[src/rtl/ram_pattern_loader.sv]
// Port-B writer for the pattern RAM: streams words to consecutive (wrapping) addresses,
// then optionally reads them back and compares an additive checksum.
module ram_pattern_loader #(
  parameter int ADDR_W = 11,
  parameter int DATA_W = 16,
  parameter int RD_LAT = 1,
  parameter int VERIFY = 1
) (
  input  logic              clk,
  input  logic              rst,
  input  logic              start_i,
  input  logic [ADDR_W-1:0] base_addr_i,
  input  logic [ADDR_W:0]   length_i,
  input  logic              s_valid_i,
  input  logic [DATA_W-1:0] s_data_i,
  output logic              s_ready_o,
  output logic [ADDR_W-1:0] ram_addr_b_o,
  output logic              ram_wr_b_o,
  output logic [DATA_W-1:0] ram_din_b_o,
  input  logic [DATA_W-1:0] ram_qb_i,
  output logic              busy_o,
  output logic              done_o,
  output logic              error_o,
  output logic [DATA_W-1:0] checksum_o
);

  typedef enum logic [1:0] {
    ST_IDLE,
    ST_LOAD,
    ST_VERIFY,
    ST_DONE
  } state_t;

  state_t              state_q;
  logic [ADDR_W-1:0]   base_q;
  logic [ADDR_W:0]     len_q;
  logic [ADDR_W:0]     cnt_q;
  logic [ADDR_W:0]     rcv_q;
  logic [DATA_W-1:0]   wsum_q;
  logic [DATA_W-1:0]   rsum_q;
  logic [RD_LAT:0]     rd_pipe_q;
  logic [ADDR_W-1:0]   ram_addr_q;
  logic                ram_wr_q;
  logic [DATA_W-1:0]   ram_din_q;
  logic                busy_q;
  logic                done_q;
  logic                error_q;
  logic [DATA_W-1:0]   checksum_q;

  logic                hs;
  logic                last_wr;
  logic                last_rd;
  logic                rd_issue;
  logic                rd_capture;
  logic [DATA_W-1:0]   wsum_d;
  logic [DATA_W-1:0]   rsum_d;
  logic [ADDR_W-1:0]   addr_d;

  assign s_ready_o  = (state_q == ST_LOAD);
  assign hs         = s_ready_o & s_valid_i;
  assign wsum_d     = wsum_q + s_data_i;
  assign rsum_d     = rsum_q + ram_qb_i;
  // Address add is ADDR_W wide so it wraps at the top of the RAM.
  assign addr_d     = base_q + cnt_q[ADDR_W-1:0];
  assign last_wr    = (cnt_q == len_q - 1'b1);
  assign last_rd    = (rcv_q == len_q - 1'b1);
  assign rd_issue   = (state_q == ST_VERIFY) && (cnt_q != len_q);
  // A read issued on this edge returns data RD_LAT cycles after its address appears.
  assign rd_capture = rd_pipe_q[RD_LAT];

  // NOTE: all state below uses non-blocking assignments so every register samples
  // pre-edge values, regardless of statement order.
  always_ff @(posedge clk or posedge rst) begin
    if (rst) begin
      state_q    <= ST_IDLE;
      base_q     <= '0;
      len_q      <= '0;
      cnt_q      <= '0;
      rcv_q      <= '0;
      wsum_q     <= '0;
      rsum_q     <= '0;
      rd_pipe_q  <= '0;
      ram_addr_q <= '0;
      ram_wr_q   <= 1'b0;
      ram_din_q  <= '0;
      busy_q     <= 1'b0;
      done_q     <= 1'b0;
      error_q    <= 1'b0;
      checksum_q <= '0;
    end else begin
      ram_wr_q  <= 1'b0;
      done_q    <= 1'b0;
      rd_pipe_q <= {rd_pipe_q[RD_LAT-1:0], rd_issue};

      case (state_q)
        ST_IDLE: begin
          if (start_i) begin
            base_q     <= base_addr_i;
            len_q      <= length_i;
            cnt_q      <= '0;
            rcv_q      <= '0;
            wsum_q     <= '0;
            rsum_q     <= '0;
            checksum_q <= '0;
            error_q    <= 1'b0;
            busy_q     <= 1'b1;
            if (length_i == '0) begin
              state_q <= ST_DONE;
              done_q  <= 1'b1;
            end else begin
              state_q <= ST_LOAD;
            end
          end
        end

        ST_LOAD: begin
          if (hs) begin
            ram_wr_q   <= 1'b1;
            ram_addr_q <= addr_d;
            ram_din_q  <= s_data_i;
            wsum_q     <= wsum_d;
            if (last_wr) begin
              if (VERIFY != 0) begin
                state_q <= ST_VERIFY;
                cnt_q   <= '0;
              end else begin
                state_q    <= ST_DONE;
                done_q     <= 1'b1;
                checksum_q <= wsum_d;
                error_q    <= 1'b0;
              end
            end else begin
              cnt_q <= cnt_q + 1'b1;
            end
          end
        end

        ST_VERIFY: begin
          // The first VERIFY cycle carries the final write on port B; reads follow it.
          if (rd_issue) begin
            ram_addr_q <= addr_d;
            cnt_q      <= cnt_q + 1'b1;
          end
          if (rd_capture) begin
            rsum_q <= rsum_d;
            rcv_q  <= rcv_q + 1'b1;
            if (last_rd) begin
              state_q    <= ST_DONE;
              done_q     <= 1'b1;
              checksum_q <= wsum_q;
              error_q    <= (rsum_d != wsum_q);
            end
          end
        end

        ST_DONE: begin
          state_q <= ST_IDLE;
          busy_q  <= 1'b0;
        end

        default: state_q <= ST_IDLE;
      endcase
    end
  end

  assign ram_addr_b_o = ram_addr_q;
  assign ram_wr_b_o   = ram_wr_q;
  assign ram_din_b_o  = ram_din_q;
  assign busy_o       = busy_q;
  assign done_o       = done_q;
  assign error_o      = error_q;
  assign checksum_o   = checksum_q;

endmodule

[config.mk]
export PLATFORM = sky130hd
export DESIGN_NAME = ram_pattern_loader
export DESIGN_NICKNAME = d
export VERILOG_FILES = /design/src/rtl/ram_pattern_loader.sv
export SDC_FILE = /design/constraint.sdc
export NUM_CORES = 1
export LEC_CHECK = 0
export CAP_MARGIN = 20
export CORE_UTILIZATION = 45
export DETAILED_ROUTE_END_ITERATION = 7
export PLACE_DENSITY = 0.67
export SLEW_MARGIN = 15
export SYNTH_ARGS = -nofsm -noshare
export SYNTH_HDL_FRONTEND = slang
export SYNTH_SLANG_ARGS = --single-unit
[constraint.sdc]
create_clock -name clk -period 7.3 [get_ports clk]
set_clock_uncertainty 0.05 [all_clocks]
set_input_delay 1.46 -clock clk [delete_from_list [all_inputs] [get_ports clk]]
set_output_delay 1.46 -clock clk [all_outputs]
set_load 0.03 [all_outputs]
==> out/qor.txt <==
WORST SETUP PATH
--------------------------------------------------------------------------------------------------------
Cell-by-cell listing of the critical path                                                   clkdlybuf4s50_1 -> ha_1 -> inv_1 -> fa_1 -> nor2b_1 -> o221a_4 -> o41a_1 -> o21a_1 -> o211ai_1 -> xor2_1 -> or4_1 -> a22o_1
Gate family responsible for the most delay along the worst path                             compound AO/OA/AOI/OAI gates
Bufs and invs on worst path                                                                            2
Top fanout value on the critical path                                                                  4
Critical register-to-register path endpoint                                                 checksum_o[7]
Reg-to-reg setup timing slack                                                                    3.78 ns
Reg2Reg Depth                                                                                         10
Startpoint Class                                                                            primary input
Critical path class                                                                            in -> reg
Slowest cell on the critical path                                                           sky130_fd_sc_hd__or4_1
Delay of the slowest critical-path stage                                                         0.50 ns
Required @ worst endpoint                                                                        7.56 ns
Arrival time worst endpoint                                                                      4.47 ns
Startpoint of the most critical register-to-register path                                       len_q[0]
Category of the worst setup path capture point                                                 flip-flop

YOSYS
--------------------------------------------------------------------------------------------------------
Async set-or-reset flop fraction in the synthesized netlist                                         100%
Yosys top cell area share                                                                          40.4%
Synthesized cell area                                                                           8050 µm²
Biggest area contributors in the synthesized netlist                                        sky130_fd_sc_hd__dfrtp_1 (40%), sky130_fd_sc_hd__ha_1 (7.3%), sky130_fd_sc_hd__mux2_2 (7.0%)
Number of flops mapped to enable cells by yosys                                                        0
Cell type with the highest aggregate area in the netlist                                    sky130_fd_sc_hd__dfrtp_1
Mean cell area of the mapped netlist                                                            10.2 µm²
Yosys warns                                                                                            0
Mapped Nets                                                                                          895
Library cell with the highest instance count after synthesis                                sky130_fd_sc_hd__dfrtp_1
Most frequent cells after synthesis                                                         sky130_fd_sc_hd__dfrtp_1 (130), sky130_fd_sc_hd__mux2_2 (50), sky130_fd_sc_hd__nand2_1 (50), sky130_fd_sc_hd__ha_1 (47), sky130_fd_sc_hd__xnor2_1 (46)
Dominant synthesized flop cell                                                              sky130_fd_sc_hd__dfrtp_1
Portion of the post-synthesis area used by sequential elements                                     40.4%
Number of standard cells after synthesis                                                             786
Post-synthesis sequential element count                                                              130
Number of different library cells in the post-synthesis netlist                                       76

ROUTE
--------------------------------------------------------------------------------------------------------
Routed length per placed instance                                                                17.5 µm
Vias per cell                                                                                       5.69
Wire length after detailed routing                                                              19700 µm
Vias post-DR                                                                                        6394
First-pass iteration count of the detailed router                                                      5
Final ANT Viol Nets                                                                                    0
DRC violation count after routing                                                                      0
Total met2 wirelength after detailed routing                                                     8450 µm
Uppermost layer routed                                                                              met4
Met1 Wirelength                                                                                  9820 µm
Detailed router's first-iteration violation count                                                    567
Metal3 WL                                                                                        1080 µm

STA
--------------------------------------------------------------------------------------------------------
Final setup slack of the worst path                                                              3.09 ns
Crit path time final                                                                             4.21 ns
Total negative setup slack                                                                          0 ns
Normalized max-slew margin                                                                         33.2%
Number of max-slew violations in the final report                                                      0
Number of hold-slack violations in the final timing report                                             0
Post-route worst hold slack                                                                     0.300 ns
Least-Margin Pin Slew                                                                           0.998 ns
Number of setup violations in the final report                                                         0
RSZ-0062 raised after global routing                                                               false
Peak clock frequency supported by timing                                                         238 MHz
Share of the cycle needed by the critical path after routing                                       57.6%

CELLS AND AREA
--------------------------------------------------------------------------------------------------------
Number of nets in the final layout                                                                   994
Final antenna diode count                                                                              0
Number of filler instances in the final layout                                                      1532
Growth of design area from synthesis to finish                                                     23.3%
Utilization after layout                                                                           57.2%
Layout cell share with drive strength beyond 1                                                     11.8%

WORST HOLD PATH
--------------------------------------------------------------------------------------------------------
Type of the worst min-delay path                                                              reg -> reg
Min-delay src                                                                               rd_pipe_q[0]
Terminating pin of the worst hold path                                                      rd_pipe_q[1]
Count of cells along the worst hold path                                                               0

CLOCK NETWORK
--------------------------------------------------------------------------------------------------------
Post-CTS clock slew at the launch and capture registers of the worst setup and hold paths        0.06 ns
Number of buffers added to fix hold violations after cts                                               0
Worst-Skew Late Latency                                                                          0.42 ns
Post-cts repair resize count                                                                           0
Total setup buffers inserted after CTS                                                                 0
Maximum clock insertion buffer count                                                                   2
TritonCTS clock tree                                                                               built
Number of clock sinks seen by CTS                                                                    130
Number of CTS-inserted buffers                                                                        17
H-tree depth reported by CTS                                                                           4
Clock root buffer                                                                           sky130_fd_sc_hd__clkbuf_16

POWER
--------------------------------------------------------------------------------------------------------
LEAKAGE                                                                                          4.59 nW
PwrDens                                                                                       238 nW/µm²
Worst ir drop on vdd                                                                            0.186 mV
Final Total Pwr                                                                                  2.37 mW

PLACEMENT
--------------------------------------------------------------------------------------------------------
I/O Buffers                                                                                          106
Worst slack at placement                                                                         2.69 ns
Hpwl dp                                                                                         14300 µm
Routability Congestion                                                                             0.911

DIE
--------------------------------------------------------------------------------------------------------
Core area                                                                                      17400 µm²
Number of rows created at floorplan                                                                   48
Count of boundary I/O pins                                                                           107
Die Height                                                                                        136 µm
Full die area                                                                                  18400 µm²
Width of the die                                                                                  136 µm
Effective utilization at floorplan                                                                 46.4%

FLOW RUN
--------------------------------------------------------------------------------------------------------
Max-cap check violation count                                                                          0

GRT
--------------------------------------------------------------------------------------------------------
Total Routing Usage GR                                                                             22.4%
First-pass GRT wire length                                                                      31800 µm
Maximum number of pins on one net before global-route repair                                          80
Number of antenna violations at the first check in global routing                                      0
Overflow left after global routing                                                                     0
Number of global-route vias before repair                                                           5998

OUTCOME
--------------------------------------------------------------------------------------------------------
Result of the run                                                                           complete, no violations

## layer usage
| metal | track usage [%] | up-vias |
|---|---|---|
| met5 | 0 | - |
| met4 | 7.30 | 0 |
| met3 | 3.59 | 27 |
| met2 | 32.2 | 192 |
| met1 | 34.0 | 3072 |
| li1 | - | 3103 |
## sequential cells by signal (all words and copies together) (netlist names)
name,flops
cnt_q,12
rcv_q,12
ram_din_b_o,16
rsum_q,16
done_o,1
wsum_q,16
ram_wr_b_o,1
error_o,1
base_q,11
checksum_o,16
len_q,12
state_q,2
rd_pipe_q,2
busy_o,1
ram_addr_b_o,11
## power breakdown
group	internal, mW	switching [mW]	leakage (nW)	total, mW
Clock	0.546	0.324	0.299	0.870
Sequential	0.773	0.0298	1.70	0.802
Combinational	0.338	0.356	2.59	0.694
Total	1.66	0.710	4.59	2.37
## metrics by stage
| stage | std cells | cell area (µm²) |
|---|---|---|
| 3_3_place_gp | 1090 | 9300 |
| 6_report | 1123 | 9930 |
| 5_1_grt | 1123 | 9930 |
| 4_1_cts | 1122 | 9900 |
| 3_5_place_dp | 1090 | 9300 |
| 2_1_floorplan | 786 | 8050 |
## worst register-to-register path, delay by kind of cell (launching register included)
kind / cells / cell delay [ns]
compound gates: 1 / 0.25
fa+ha+maj: 1 / 0.24
flops: 1 / 0.49
simple gates: 6 / 2.17
xor+xnor: 1 / 0.16
buf+inv: 1 / 0.10
## logic make-up after synthesis
family / share of synthesized area [%]
compound gates: 17.2
xor+xnor: 10.1
fa+ha+maj: 8.05
buf+inv: 3.08
flops: 40.4
mux: 7.62
simple gates: 13.6
## cells in the final DEF (no fill, tap or decap), types with 7 or more instances in the layout
cell type	instances
sky130_fd_sc_hd__a21o_1	11
sky130_fd_sc_hd__a21oi_1	36
sky130_fd_sc_hd__a22o_1	40
sky130_fd_sc_hd__a31oi_1	8
sky130_fd_sc_hd__and3_1	8
sky130_fd_sc_hd__clkbuf_16	17
sky130_fd_sc_hd__clkdlybuf4s50_1	106
sky130_fd_sc_hd__dfrtp_1	130
sky130_fd_sc_hd__ha_1	47
sky130_fd_sc_hd__inv_1	30
sky130_fd_sc_hd__mux2_2	50
sky130_fd_sc_hd__nand2_1	50
sky130_fd_sc_hd__nand3_1	19
sky130_fd_sc_hd__nand4_1	14
sky130_fd_sc_hd__nor2_1	37
sky130_fd_sc_hd__nor2b_1	9
sky130_fd_sc_hd__nor3_1	21
sky130_fd_sc_hd__nor4_1	7
sky130_fd_sc_hd__o21ai_0	32
sky130_fd_sc_hd__or3_1	11
sky130_fd_sc_hd__xnor2_1	46
sky130_fd_sc_hd__xor2_1	31
## cell type report
| class | instances | area, µm² | share of cell area [%] |
|---|---|---|---|
| clock buffer | 23 | 498 | 5.02 |
| clock inverter | 9 | 101 | 1.02 |
| inverter | 31 | 119 | 1.20 |
| multi-input combinational | 593 | 4550 | 45.8 |
| sequential | 130 | 3250 | 32.8 |
| tap | 225 | 282 | 2.84 |
| timing repair buffer | 112 | 1130 | 11.3 |
## how the worst max path moves through the flow
stage	from	to	cells after the start	slack, ns
finish	ram_qb_i[0]	error_o	12	3.09
floorplan	rst	base_q[0]	1	2.32
global route	ram_qb_i[0]	error_o	12	2.92
detailed placement	ram_qb_i[0]	error_o	12	2.69
CTS	ram_qb_i[0]	error_o	12	3.12
global placement	ram_qb_i[0]	error_o	12	2.72
Note: power is estimated with default switching activity, not from simulation.
